$ cat config.mk
export PLATFORM = sky130hd
export DESIGN_NAME = pipe_stage_reg
export DESIGN_NICKNAME = d
export VERILOG_FILES = /design/src/rtl/pipe_pkg.sv /design/src/rtl/pipe_sat_counter.sv /design/src/rtl/pipe_stage_reg.sv
export SDC_FILE = /design/constraint.sdc
export NUM_CORES = 1
export LEC_CHECK = 0
export ABC_AREA = 1
export CELL_PAD_IN_SITES_DETAIL_PLACEMENT = 1
export CELL_PAD_IN_SITES_GLOBAL_PLACEMENT = 2
export CORE_UTILIZATION = 27
export DETAILED_ROUTE_END_ITERATION = 10
export GPL_TIMING_DRIVEN = 0
export HOLD_SLACK_MARGIN = 0.1
export MAX_ROUTING_LAYER = met4
export PLACE_DENSITY = 0.74
export SLEW_MARGIN = 40
export SYNTH_ARGS = -nofsm -noshare
export SYNTH_HDL_FRONTEND = slang
export SYNTH_SLANG_ARGS = --single-unit
$ cat constraint.sdc
create_clock -name clk -period 1.55 [get_ports clk]
set_input_delay 0.465 -clock clk [delete_from_list [all_inputs] [get_ports clk]]
set_output_delay 0.465 -clock clk [all_outputs]
set_load 0.01 [all_outputs]
$ cat src/rtl/pipe_pkg.sv
// pipe_pkg: shared types and constants for the generic pipeline stage register.
//   pipe_state_t : occupancy of a stage register (EMPTY / ONE / TWO entries)
//   RV32I_NOP    : addi x0,x0,0 -- the bubble payload when the datapath is an instruction
package pipe_pkg;

  typedef enum logic [1:0] {
    EMPTY = 2'd0,
    ONE   = 2'd1,
    TWO   = 2'd2
  } pipe_state_t;

  localparam logic [31:0] RV32I_NOP = 32'h0000_0013;

endpackage

$ cat src/rtl/pipe_sat_counter.sv
// pipe_sat_counter: saturating up-counter with synchronous clear.
//   clk, rst_n : clock, async active-low reset
//   inc        : add one this cycle (ignored once all ones)
//   clr        : synchronous clear, wins over inc
//   cnt        : current count
module pipe_sat_counter #(
  parameter int CNT_W = 16
) (
  input  logic             clk,
  input  logic             rst_n,
  input  logic             inc,
  input  logic             clr,
  output logic [CNT_W-1:0] cnt
);

  logic [CNT_W-1:0] cnt_q, cnt_d;

  always_comb begin
    cnt_d = cnt_q;
    if (clr)                        cnt_d = '0;
    else if (inc && (cnt_q != '1))  cnt_d = cnt_q + CNT_W'(1);
  end

  always_ff @(posedge clk or negedge rst_n) begin
    if (!rst_n) cnt_q <= '0;
    else        cnt_q <= cnt_d;
  end

  assign cnt = cnt_q;

endmodule

$ cat src/rtl/pipe_stage_reg.sv
// pipe_stage_reg: reusable pipeline stage register (replaces fixed IF/ID, ID/EX,
// EX/MEM, MEM/WB registers) with valid/ready handshake, optional 2-entry skid,
// flush with bubble injection and a saturating back-pressure counter.
//   clk, rst_n          : clock, async active-low reset
//   in_valid/in_ready   : upstream handshake; in_data/in_ctrl payload
//   flush               : synchronous kill of every held entry
//   out_valid/out_ready : downstream handshake; out_data/out_ctrl payload
//                         (out_ctrl is forced to zero on a bubble)
//   stall_cnt/stall_clr : cycles with out_valid && !out_ready, saturating; clear
module pipe_stage_reg
  import pipe_pkg::*;
#(
  parameter int                 DATA_W     = 32,
  parameter int                 CTRL_W     = 8,
  parameter logic [DATA_W-1:0]  FLUSH_DATA = DATA_W'(RV32I_NOP),
  parameter int                 SKID       = 1,
  parameter int                 CNT_W      = 16
) (
  input  logic              clk,
  input  logic              rst_n,
  input  logic              in_valid,
  output logic              in_ready,
  input  logic [DATA_W-1:0] in_data,
  input  logic [CTRL_W-1:0] in_ctrl,
  input  logic              flush,
  output logic              out_valid,
  input  logic              out_ready,
  output logic [DATA_W-1:0] out_data,
  output logic [CTRL_W-1:0] out_ctrl,
  output logic [CNT_W-1:0]  stall_cnt,
  input  logic              stall_clr
);

  pipe_state_t       state_q;
  logic [DATA_W-1:0] main_data_q, skid_data_q;
  logic [CTRL_W-1:0] main_ctrl_q, skid_ctrl_q;
  logic              fire_in, fire_out;

  // Skid mode decodes ready from state only, which breaks the out_ready ->
  // in_ready timing path. Without skid, a full register can still accept when
  // it is being drained the same cycle. Both are held low during reset.
  generate
    if (SKID != 0) begin : g_skid_rdy
      assign in_ready = rst_n && (state_q != TWO);
    end else begin : g_pass_rdy
      assign in_ready = rst_n && ((state_q == EMPTY) || out_ready);
    end
  endgenerate

  assign out_valid = (state_q != EMPTY);
  assign fire_in   = in_valid  && in_ready;
  assign fire_out  = out_valid && out_ready;

  assign out_data  = main_data_q;
  // Main ctrl keeps its last value after a drain; gate it so downstream write
  // enables never see a stale control word on a bubble.
  assign out_ctrl  = out_valid ? main_ctrl_q : '0;

  always_ff @(posedge clk or negedge rst_n) begin
    if (!rst_n) begin
      state_q     <= EMPTY;
      main_data_q <= FLUSH_DATA;
      main_ctrl_q <= '0;
      skid_data_q <= '0;
      skid_ctrl_q <= '0;
    end else if (flush) begin
      // Any entry offered this cycle is dropped; the current head may still
      // have been consumed downstream, which needs no action here.
      state_q     <= EMPTY;
      main_data_q <= FLUSH_DATA;
      main_ctrl_q <= '0;
      skid_data_q <= '0;
      skid_ctrl_q <= '0;
    end else begin
      unique case (state_q)
        EMPTY: begin
          if (fire_in) begin
            state_q     <= ONE;
            main_data_q <= in_data;
            main_ctrl_q <= in_ctrl;
          end
        end
        ONE: begin
          if (fire_in && fire_out) begin
            main_data_q <= in_data;
            main_ctrl_q <= in_ctrl;
          end else if (fire_out) begin
            state_q <= EMPTY;
          end else if (fire_in && (SKID != 0)) begin
            // Head is stalled: park the new entry behind it.
            state_q     <= TWO;
            skid_data_q <= in_data;
            skid_ctrl_q <= in_ctrl;
          end
        end
        TWO: begin
          if (fire_out) begin
            state_q     <= ONE;
            main_data_q <= skid_data_q;
            main_ctrl_q <= skid_ctrl_q;
          end
        end
        default: state_q <= EMPTY;
      endcase
    end
  end

  pipe_sat_counter #(
    .CNT_W (CNT_W)
  ) u_stall_cnt (
    .clk   (clk),
    .rst_n (rst_n),
    .inc   (out_valid && !out_ready),
    .clr   (stall_clr),
    .cnt   (stall_cnt)
  );

endmodule

==> results of run 1 <==
[state kept, by name, indices dropped and copies added, names as in the netlist]
register,flops
skid_data_q,32
out_data,32
skid_ctrl_q,8
u_stall_cnt.cnt,16
main_ctrl_q,8
state_q,2
[timing repair]
item                                   4_1_cts  5_1_grt
setup endpoints to repair                  155      109
endpoints found under the hold margin       32        0
hold buffers                                 3        0
setup buffers                               53       13
gates cloned                                 3       14
pin swaps                                   14       17
gates resized for setup                    226      252
[cells in the final DEF (no fill, tap or decap), types with 3 or more instances in the layout]
cell type	n
nand3_4	7
nand2_2	30
nand2_4	21
buf_8	16
buf_4	51
dlygate4sd2_1	21
inv_4	4
inv_1	59
clkbuf_4	4
nand3_2	35
nand4_1	16
clkdlybuf4s50_1	41
inv_2	4
dfrtp_2	10
o21ai_0	41
dfstp_2	3
buf_2	7
o21bai_1	39
nor2_1	21
o21ai_2	44
nand2_1	59
xor2_1	4
buf_6	26
clkbuf_16	22
clkbuf_2	5
o21ai_1	36
buf_12	10
dfrtp_1	85
clkdlybuf4s15_1	19
nand3_1	11
nor2_4	13
nor2_2	5
[per-layer routing]
| metal | vias to the layer above | part of all wire |
|---|---|---|
| met3 | 29 | 0.037 |
| met2 | 102 | 0.51 |
| li1 | 2354 | - |
| met4 | 0 | 0.028 |
| met5 | - | 0 |
| met1 | 2537 | 0.43 |
[power by group through the flow]
stage | combinational, mW | sequential (mW) | clock (mW)
2_1_floorplan | 0.535 | 3.04 | 0
3_3_place_gp | 1.27 | 3.01 | 0
6_report | 2.08 | 3.01 | 2.43
5_1_grt | 2.23 | 3.04 | 2.54
4_1_cts | 1.51 | 2.96 | 2.47
3_5_place_dp | 1.30 | 3.01 | 0
[cells by family after synthesis]
logic type	Yosys count	share of synthesized area
AND/OR/NAND/NOR	224	0.208
flip-flops	98	0.503
XOR/XNOR	4	0.00717
buffers and inverters	103	0.0901
adder cells (fa/ha/maj)	1	0.00256
AO/OA/AOI/OAI	164	0.190
[how the worst max path moves through the flow]
stage | cells past startpoint | slack [ps] | end
3_3_place_gp | 5 | -4820 | skid_data_q[0]
5_1_grt | 5 | -300 | out_ctrl[6]
3_5_place_dp | 6 | -1080 | skid_data_q[7]
6_report | 5 | -250 | out_ctrl[6]
4_1_cts | 5 | -260 | out_ctrl[6]
2_1_floorplan | 10 | 2 | u_stall_cnt.cnt[12]
[area by class of cell]
type / count / area [µm²]
tap: 225 / 282
inverter: 67 / 262
multi-input combinational: 394 / 2790
clock inverter: 5 / 60.1
clock buffer: 11 / 253
sequential: 98 / 2470
antenna: 2 / 5.00
timing repair buffer: 184 / 2020
buffer: 33 / 370
fill: 1956 / 8970
==> flow_summary.yaml, run 1 <==
critical_path:
  cp_cell_sequence: "nor2_2, buf_6, buf_8, nor2_4, buf_6"
  cp_top_family: "flip-flops"
  critPathBufInv: 3
  worstSetupPathType: "register to output pin"
  startpoint_type: "register"
  crit_required_ps: 1080
  cp_max_fo: 4
  startpoint: "state_q[1]"
  crit_top_cell: "buf_6"
  worst_setup_path_end_kind: "output pin"
  cpPeakStageDelay_ps: 430
  reg2reg_depth: 9
  arrival_ps: 1330
  worstReg2RegStart: "state_q[0]"
  r2r_slack_ps: -150
  critPathSlowestCell: "dfrtp_1"
  r2r_end: "out_data[14]"
routing:
  dr.pass1.iters: 4
  post_drt_wl_per_cell_um: 18.3
  drt_iter0_markers: 161
  via_per_inst: 4.93
  wl_um: 18700
  vias: 5022
  remaining_drc_errors: 0
  antenna_left: 0
place:
  preCtsSetupSlack_ps: -1080
  port_buffers: 103
  placedCellCount: 923
  gp_congestion: 0.807
  post_dp_cell_area_um2: 6230
  hpwl_um: 11100
yosys:
  synth_edf_count: 0
  synth_area_leaders: "dfrtp_1 49%, nand2_1 8.3%, o21ai_0 7.2%"
  syn_area_um2: 4890
  netlist_top_cells_count: "108 x nand2_1, 95 x dfrtp_1, 70 x o21ai_0"
  syn_area_per_cell_um2: 8.23
  synthesis.nets: 641
  yosysWarnings: 0
  ys.flop_type: "dfrtp_1"
  yosysMostFrequentCell: "nand2_1"
  synth_area_leader_cell: "dfrtp_1"
  ys_ff_latch: 98
  synth_seq_area_share: 0.503
  syn_inst: 594
  yosysUniqueCellTypes: 29
  synth_top_area_frac: 0.487
  synthArstFlopShare: 1.00
grt:
  grt_first_pass_wirelength_um: 27400
  gr-usage-met3: 0.0300
  grt_pass1_vias: 5067
  use_met1: 0.250
  antenna_found_initial: 2
  grt_busiest_layer: "met2"
  met2_usage: 0.322
  grt_remaining_overflow: 0
  grt_max_degree: 34
  grt_usage: 0.200
clocking:
  ctsHtreeMaxLevel: 3
  clock_path_buffers: 2
  cts.sinks: 98
  clk-insertion-delay-late_ps: 360
  ctsRootBufferMaster: "clkbuf_16"
  clk_pin_slew_worst_paths_ps: 80
  cts-buffers-inserted: 9
  cts_tree: "done"
timing:
  hold_ws_ps: 190
  fin_ws_ps: -249
  period_share: 1.16
  fmax_mhz: 556
  drv_slew: 0
  skew_ps: 7.18
  setup_tns_ps: -9660
  hold_violations: 0
  post-route-min-period_ps: 1800
  maxSlewHeadroom: 0.676
  setup_viol: 92
  worst_pin_slew_ps: 486
  rsz0062_at_grt: "yes"
finish:
  fin_cells: 1019
  design_area_um2: 8510
  layout-drive-gt1-share: 0.422
  final_nets: 834
  area_growth_pct: 74.1
  final_util: 0.487
die:
  dieHeight_um: 137
  io-pin-count: 104
  die-area_um2: 18600
  die_w_um: 137
  initial_utilization: 0.280
  rows: 48
  core_um2: 17500
pwr:
  power-per-cell-area_nw_per_um2: 884
  p_int_mw: 5.20
  total_power_mw: 7.52
  comb_power_share: 0.277
  p_sw_mw: 2.32
  clkPwrFrac: 0.323
  seq_power_share: 0.400
  swShare: 0.308
  vdd_ir_drop_max_mv: 0.514
  power_leakage_nw: 3.87
run_status:
  violations: "setup timing"
  status: "complete, but fails checks"
hold_path:
  hold_class: "primary input to asynchronous set/reset pin"
flow_run:
  cap_violations: 0
Note: power is estimated with default switching activity, not from simulation.
==> inputs of run 2 (changes only) <==
--- a/config.mk
+++ b/config.mk
@@ -12,7 +12,6 @@
 export DETAILED_ROUTE_END_ITERATION = 10
 export GPL_TIMING_DRIVEN = 0
 export HOLD_SLACK_MARGIN = 0.1
-export MAX_ROUTING_LAYER = met4
 export PLACE_DENSITY = 0.74
 export SLEW_MARGIN = 40
 export SYNTH_ARGS = -nofsm -noshare
==> run 2 against run 1 <==
- the run still ends with setup timing left
- sequential power about the same
- register-to-register slack worse by 30 ps
- core utilization barely moved
- first-iteration DRC count grew 1.2%
- combinational power barely moved
- fmax fell by 0.47%
- die area unchanged
- clock power is essentially flat
- critical path depth stayed put
- routed wire length rose by 0.70%
- critical endpoint unchanged
==> flow_summary.yaml, run 2 (synthesized netlist as in run 1, its figures left out) <==
die:
  initial_utilization: 0.280
  core_um2: 17500
  dieHeight_um: 137
  io-pin-count: 104
  die-area_um2: 18600
  die_w_um: 137
  rows: 48
grt:
  grt_max_degree: 34
  grt_remaining_overflow: 0
  grt_first_pass_wirelength_um: 27400
  grt_pass1_vias: 5075
  grt_usage: 0.194
  antenna_found_initial: 1
critical_path:
  worstReg2RegStart: "state_q[0]"
  r2r_slack_ps: -180
  crit_required_ps: 1080
  arrival_ps: 1340
  worstSetupPathType: "register to output pin"
  startpoint_type: "register"
  cp_max_fo: 4
  r2r_end: "main_ctrl_q[4]"
  worst_setup_path_end_kind: "output pin"
  reg2reg_depth: 8
timing:
  post-route-min-period_ps: 1810
  fmax_mhz: 553
  maxSlewHeadroom: 0.674
  hold_violations: 0
  setup_viol: 92
  period_share: 1.17
  rsz0062_at_grt: "yes"
  fin_ws_ps: -257
  worst_pin_slew_ps: 488
  setup_tns_ps: -10320
  skew_ps: 6.83
  drv_slew: 0
finish:
  layout-drive-gt1-share: 0.422
  final_common_cell: "dfrtp_1"
  mostFrequentLayoutCells: "85 x dfrtp_1, 59 x inv_1, 57 x nand2_1"
  final_nets: 833
  design_area_um2: 8500
  area_growth_pct: 74.0
  diodes: 0
  final_util: 0.486
clocking:
  ctsRootBufferMaster: "clkbuf_16"
  clk-insertion-delay-late_ps: 360
  cts-buffers-inserted: 9
  cts.sinks: 98
  clk_pin_slew_worst_paths_ps: 80
  clock_path_buffers: 2
  ctsHtreeMaxLevel: 3
  cts_tree: "done"
routing:
  post_drt_wl_per_cell_um: 18.5
  remaining_drc_errors: 0
  dr.pass1.iters: 4
  vias: 5079
  wl_um: 18800
  via_per_inst: 5.00
  drt_iter0_markers: 163
  antenna_left: 0
pwr:
  swShare: 0.309
  power_leakage_nw: 3.89
  clkPwrFrac: 0.323
  p_int_mw: 5.21
  comb_power_share: 0.278
  p_sw_mw: 2.33
  power-per-cell-area_nw_per_um2: 887
  seq_power_share: 0.399
  vdd_ir_drop_max_mv: 0.518
place:
  gp_congestion: 0.796
  post_dp_cell_area_um2: 6230
  port_buffers: 103
  hpwl_um: 11100
flow_run:
  cap_violations: 0
run_status:
  violations: "setup timing"
  status: "complete, but fails checks"
hold_path:
  hold_class: "primary input to asynchronous set/reset pin"
## run 2: cell count changes in the layout (fill, tap and decap cells not counted), sizes merged
cell           delta
buf               -1
clkdlybuf4s15     -1
clkbuf            +1
diode             -2
## run 2: final cells by class
class	instances	area, µm²
Inverter	67	262
Timing Repair Buffer	183	2020
Clock buffer	11	253
Clock inverter	5	60.1
Multi-Input combinational cell	394	2780
Tap cell	225	282
Buffer	33	375
Sequential cell	98	2470
Fill cell	1953	8980
## run 2: worst max-delay path, stage by stage (launching register included)
cell and delay (ps):
dfrtp_1 430, nor2_2 130, buf_6 130, buf_8 130, nor2_4 50, buf_6 110
## run 2: worst max-delay path by stage
stage / from / endpoint / slack (ps)
finish: state_q[1] / out_ctrl[6] / -260
global route: state_q[1] / out_ctrl[6] / -310
CTS: state_q[1] / out_ctrl[6] / -260
detailed placement: flush / skid_data_q[7] / -1080
global placement: rst_n / skid_data_q[0] / -4820
floorplan: u_stall_cnt.cnt[0] / u_stall_cnt.cnt[12] / 2
## run 2: timing repair
item	4_1_cts	5_1_grt
setup endpoints to repair	155	109
gates resized for setup	226	254
hold buffers	3	0
setup buffers	53	12
pin swaps	14	18
gates cloned	3	14
endpoints found under the hold margin	32	0
## run 2: per-stage QoR
stage | power [mW] | hold WS [ps] | cells | setup WS [ps]
after floorplan | 3.58 | 169 | 594 | 1.63
after global placement | 4.28 | 468 | 922 | -4820
after detailed placement | 4.32 | 360 | 923 | -1080
after CTS | 6.94 | 185 | 996 | -256
after global routing | 7.83 | 188 | 1016 | -306
final | 7.54 | 186 | 1016 | -257
## run 2: power groups by stage
stage / Combinational, mW / Sequential [mW] / Clock, mW
final: 2.09 / 3.01 / 2.43
after global routing: 2.24 / 3.04 / 2.54
after CTS: 1.51 / 2.96 / 2.47
after detailed placement: 1.30 / 3.01 / 0
after global placement: 1.27 / 3.01 / 0
after floorplan: 0.535 / 3.04 / 0
## run 2: per-layer routing
layer / track usage / wire length (µm) / vias up
met1: 0.246 / 7990 / 2586
met2: 0.323 / 9460 / 111
li1: - / - / 2345
met5: 0 / 10 / -
met4: 0.0840 / 607 / 2
met3: 0.0333 / 735 / 35
==> inputs of run 3 (changes only) <==
--- a/config.mk
+++ b/config.mk
@@ -13,6 +13,7 @@
 export GPL_TIMING_DRIVEN = 0
 export HOLD_SLACK_MARGIN = 0.1
 export PLACE_DENSITY = 0.74
+export SKIP_LAST_GASP = 1
 export SLEW_MARGIN = 40
 export SYNTH_ARGS = -nofsm -noshare
 export SYNTH_HDL_FRONTEND = slang
==> constraint.sdc (replaced) <==
create_clock -name clk -period 1.55 [get_ports clk]
set_input_delay 0.2325 -clock clk [delete_from_list [all_inputs] [get_ports clk]]
set_output_delay 0.2325 -clock clk [all_outputs]
set_load 0.01 [all_outputs]
==> run 3 against run 2 <==
- the flow finishes with violations (hold timing, setup timing)
- power fell by 6.1%
- count of clock-buffer cells in the layout did not move
- clock power barely moved
- via count fell by 5.6%
- clock skew rose by 2.1 ps
- fmax rose by 13%
- sequential power fell by 2%
- die area did not move
- critical path type unchanged
- largest cell class is now registers
==> flow_summary.yaml, run 3 (synthesized netlist as in run 1, its figures left out) <==
finish:
  area_growth_pct: 51.3
  final_nets: 802
  design_area_um2: 7390
  diodes: 0
  fin_cells: 985
  mostFrequentLayoutCells: "103 x nand2_1, 84 x dfrtp_1, 73 x clkdlybuf4s50_1"
  layout-drive-gt1-share: 0.217
  final_common_cell: "nand2_1"
critical_path:
  startpoint: "state_q[1]"
  worstSetupPathType: "register to output pin"
  r2r_slack_ps: -50
  reg2reg_depth: 8
  arrival_ps: 1370
  startpoint_type: "register"
  cp_max_fo: 4
  worstReg2RegStart: "state_q[1]"
  worst_setup_path_end_kind: "output pin"
  crit_required_ps: 1320
  r2r_end: "out_data[8]"
  endpoint: "out_ctrl[5]"
clocking:
  clk_pin_slew_worst_paths_ps: 70
  cts_tree: "done"
  cts.sinks: 98
  ctsHtreeMaxLevel: 3
  clk-insertion-delay-late_ps: 360
  ctsRootBufferMaster: "clkbuf_16"
  clock_path_buffers: 2
  cts-buffers-inserted: 9
routing:
  remaining_drc_errors: 0
  vias: 4794
  antenna_left: 0
  wl_met2_um: 8260
  post_drt_wl_per_cell_um: 16.9
  wl_met1_um: 7380
  wl_um: 16700
  dr_wl_met3_um: 684
  via_per_inst: 4.87
  drt_iter0_markers: 121
  highest_layer: "met5"
  dr.pass1.iters: 4
timing:
  period_share: 1.03
  worst_pin_slew_ps: 387
  post-route-min-period_ps: 1600
  skew_ps: 8.97
  hold_violations: 32
  hold_ws_ps: -252
  rsz0062_at_grt: "yes"
  setup_viol: 45
  maxSlewHeadroom: 0.742
  drv_slew: 0
  fmax_mhz: 625
  fin_ws_ps: -49.4
die:
  io-pin-count: 104
  initial_utilization: 0.280
  dieHeight_um: 137
  die_w_um: 137
  die-area_um2: 18600
  core_um2: 17500
  rows: 48
run_status:
  violations: "hold timing, setup timing"
  status: "complete, but fails checks"
pwr:
  power-per-cell-area_nw_per_um2: 957
  seq_power_share: 0.419
  vdd_ir_drop_max_mv: 0.500
  clkPwrFrac: 0.340
  comb_power_share: 0.241
  total_power_mw: 7.08
  p_sw_mw: 2.04
  power_leakage_nw: 3.35
  swShare: 0.289
  p_int_mw: 5.03
flow_run:
  cap_violations: 0
grt:
  grt_pass1_vias: 4918
  grt_max_degree: 68
  grt_usage: 0.180
  antenna_found_initial: 1
  grt_remaining_overflow: 0
  grt_first_pass_wirelength_um: 25800
hold_path:
  hold_class: "primary input to asynchronous set/reset pin"
place:
  hpwl_um: 11100
  gp_congestion: 0.796
  port_buffers: 103
  placedCellCount: 923
  post_dp_cell_area_um2: 6230
[run 3: cell count changes in the layout (fill, tap and decap cells not counted), sizes merged]
cell           previous run  this run
clkdlybuf4s50            41        73
bufbuf                    1         0
buf                     110        67
dlymetal6s2s              0         7
dlygate4sd2              21        12
nor2                     40        41
nand2                   112       113
clkdlybuf4s15            18         0
dlygate4sd3               1         0
[run 3: power by group through the flow]
stage / Clock, mW / Combinational, mW / Sequential [mW]
after global placement: 0 / 1.27 / 3.01
final: 2.41 / 1.70 / 2.96
after global routing: 2.53 / 1.85 / 2.99
after detailed placement: 0 / 1.30 / 3.01
after CTS: 2.47 / 1.42 / 2.97
after floorplan: 0 / 0.535 / 3.04
[run 3: metrics by stage]
stage / utilization / TNS, ps / hold slack (ps) / worst slack (ps)
2_1_floorplan: - / 0 / -63.1 / 1.63
3_3_place_gp: 0.355 / -757590 / 468 / -4590
3_5_place_dp: 0.357 / -56210 / 127 / -850
4_1_cts: 0.393 / -670 / -259 / -130
5_1_grt: 0.423 / -5090 / -241 / -113
6_report: 0.423 / -1070 / -252 / -49.4
[run 3: routing by layer]
metal  track usage  vias up
met5             0        -
met1         0.230     2401
li1              -     2281
met3        0.0322       21
met2         0.298       89
met4        0.0747        2
[run 3: how the worst min path moves through the flow]
stage | slack [ps] | to | cells after the start
2_1_floorplan | -60 | main_ctrl_q[0] | 0
3_3_place_gp | 470 | out_data[4] | 2
3_5_place_dp | 130 | u_stall_cnt.cnt[9] | 1
4_1_cts | -260 | u_stall_cnt.cnt[7] | 1
5_1_grt | -240 | u_stall_cnt.cnt[7] | 1
6_report | -250 | u_stall_cnt.cnt[7] | 1
[run 3: cell type report]
cell class,count,area [µm²]
plain buffers,35,309
clock buffers,11,253
clock inverters,5,60.1
fillers,2032,10100
inverters,67,264
multi-input cells,396,2210
flip-flops and latches,98,2470
well taps,225,282
repair buffers,148,1550
[run 3: what timing repair did]
item / 4_1_cts / 5_1_grt
setup buffers: 26 / 11
cloned: 1 / 9
hold endpoints to repair: 32 / 32
pin swaps: 6 / 12
setup endpoints to repair: 124 / 112
gates resized for setup: 111 / 70
[run 3: critical path: stages, from the launching register on]
cell,delay [ps]
dfrtp_1,430
nor2_2,160
buf_6,130
buf_6,130
nor2_2,40
buf_2,130
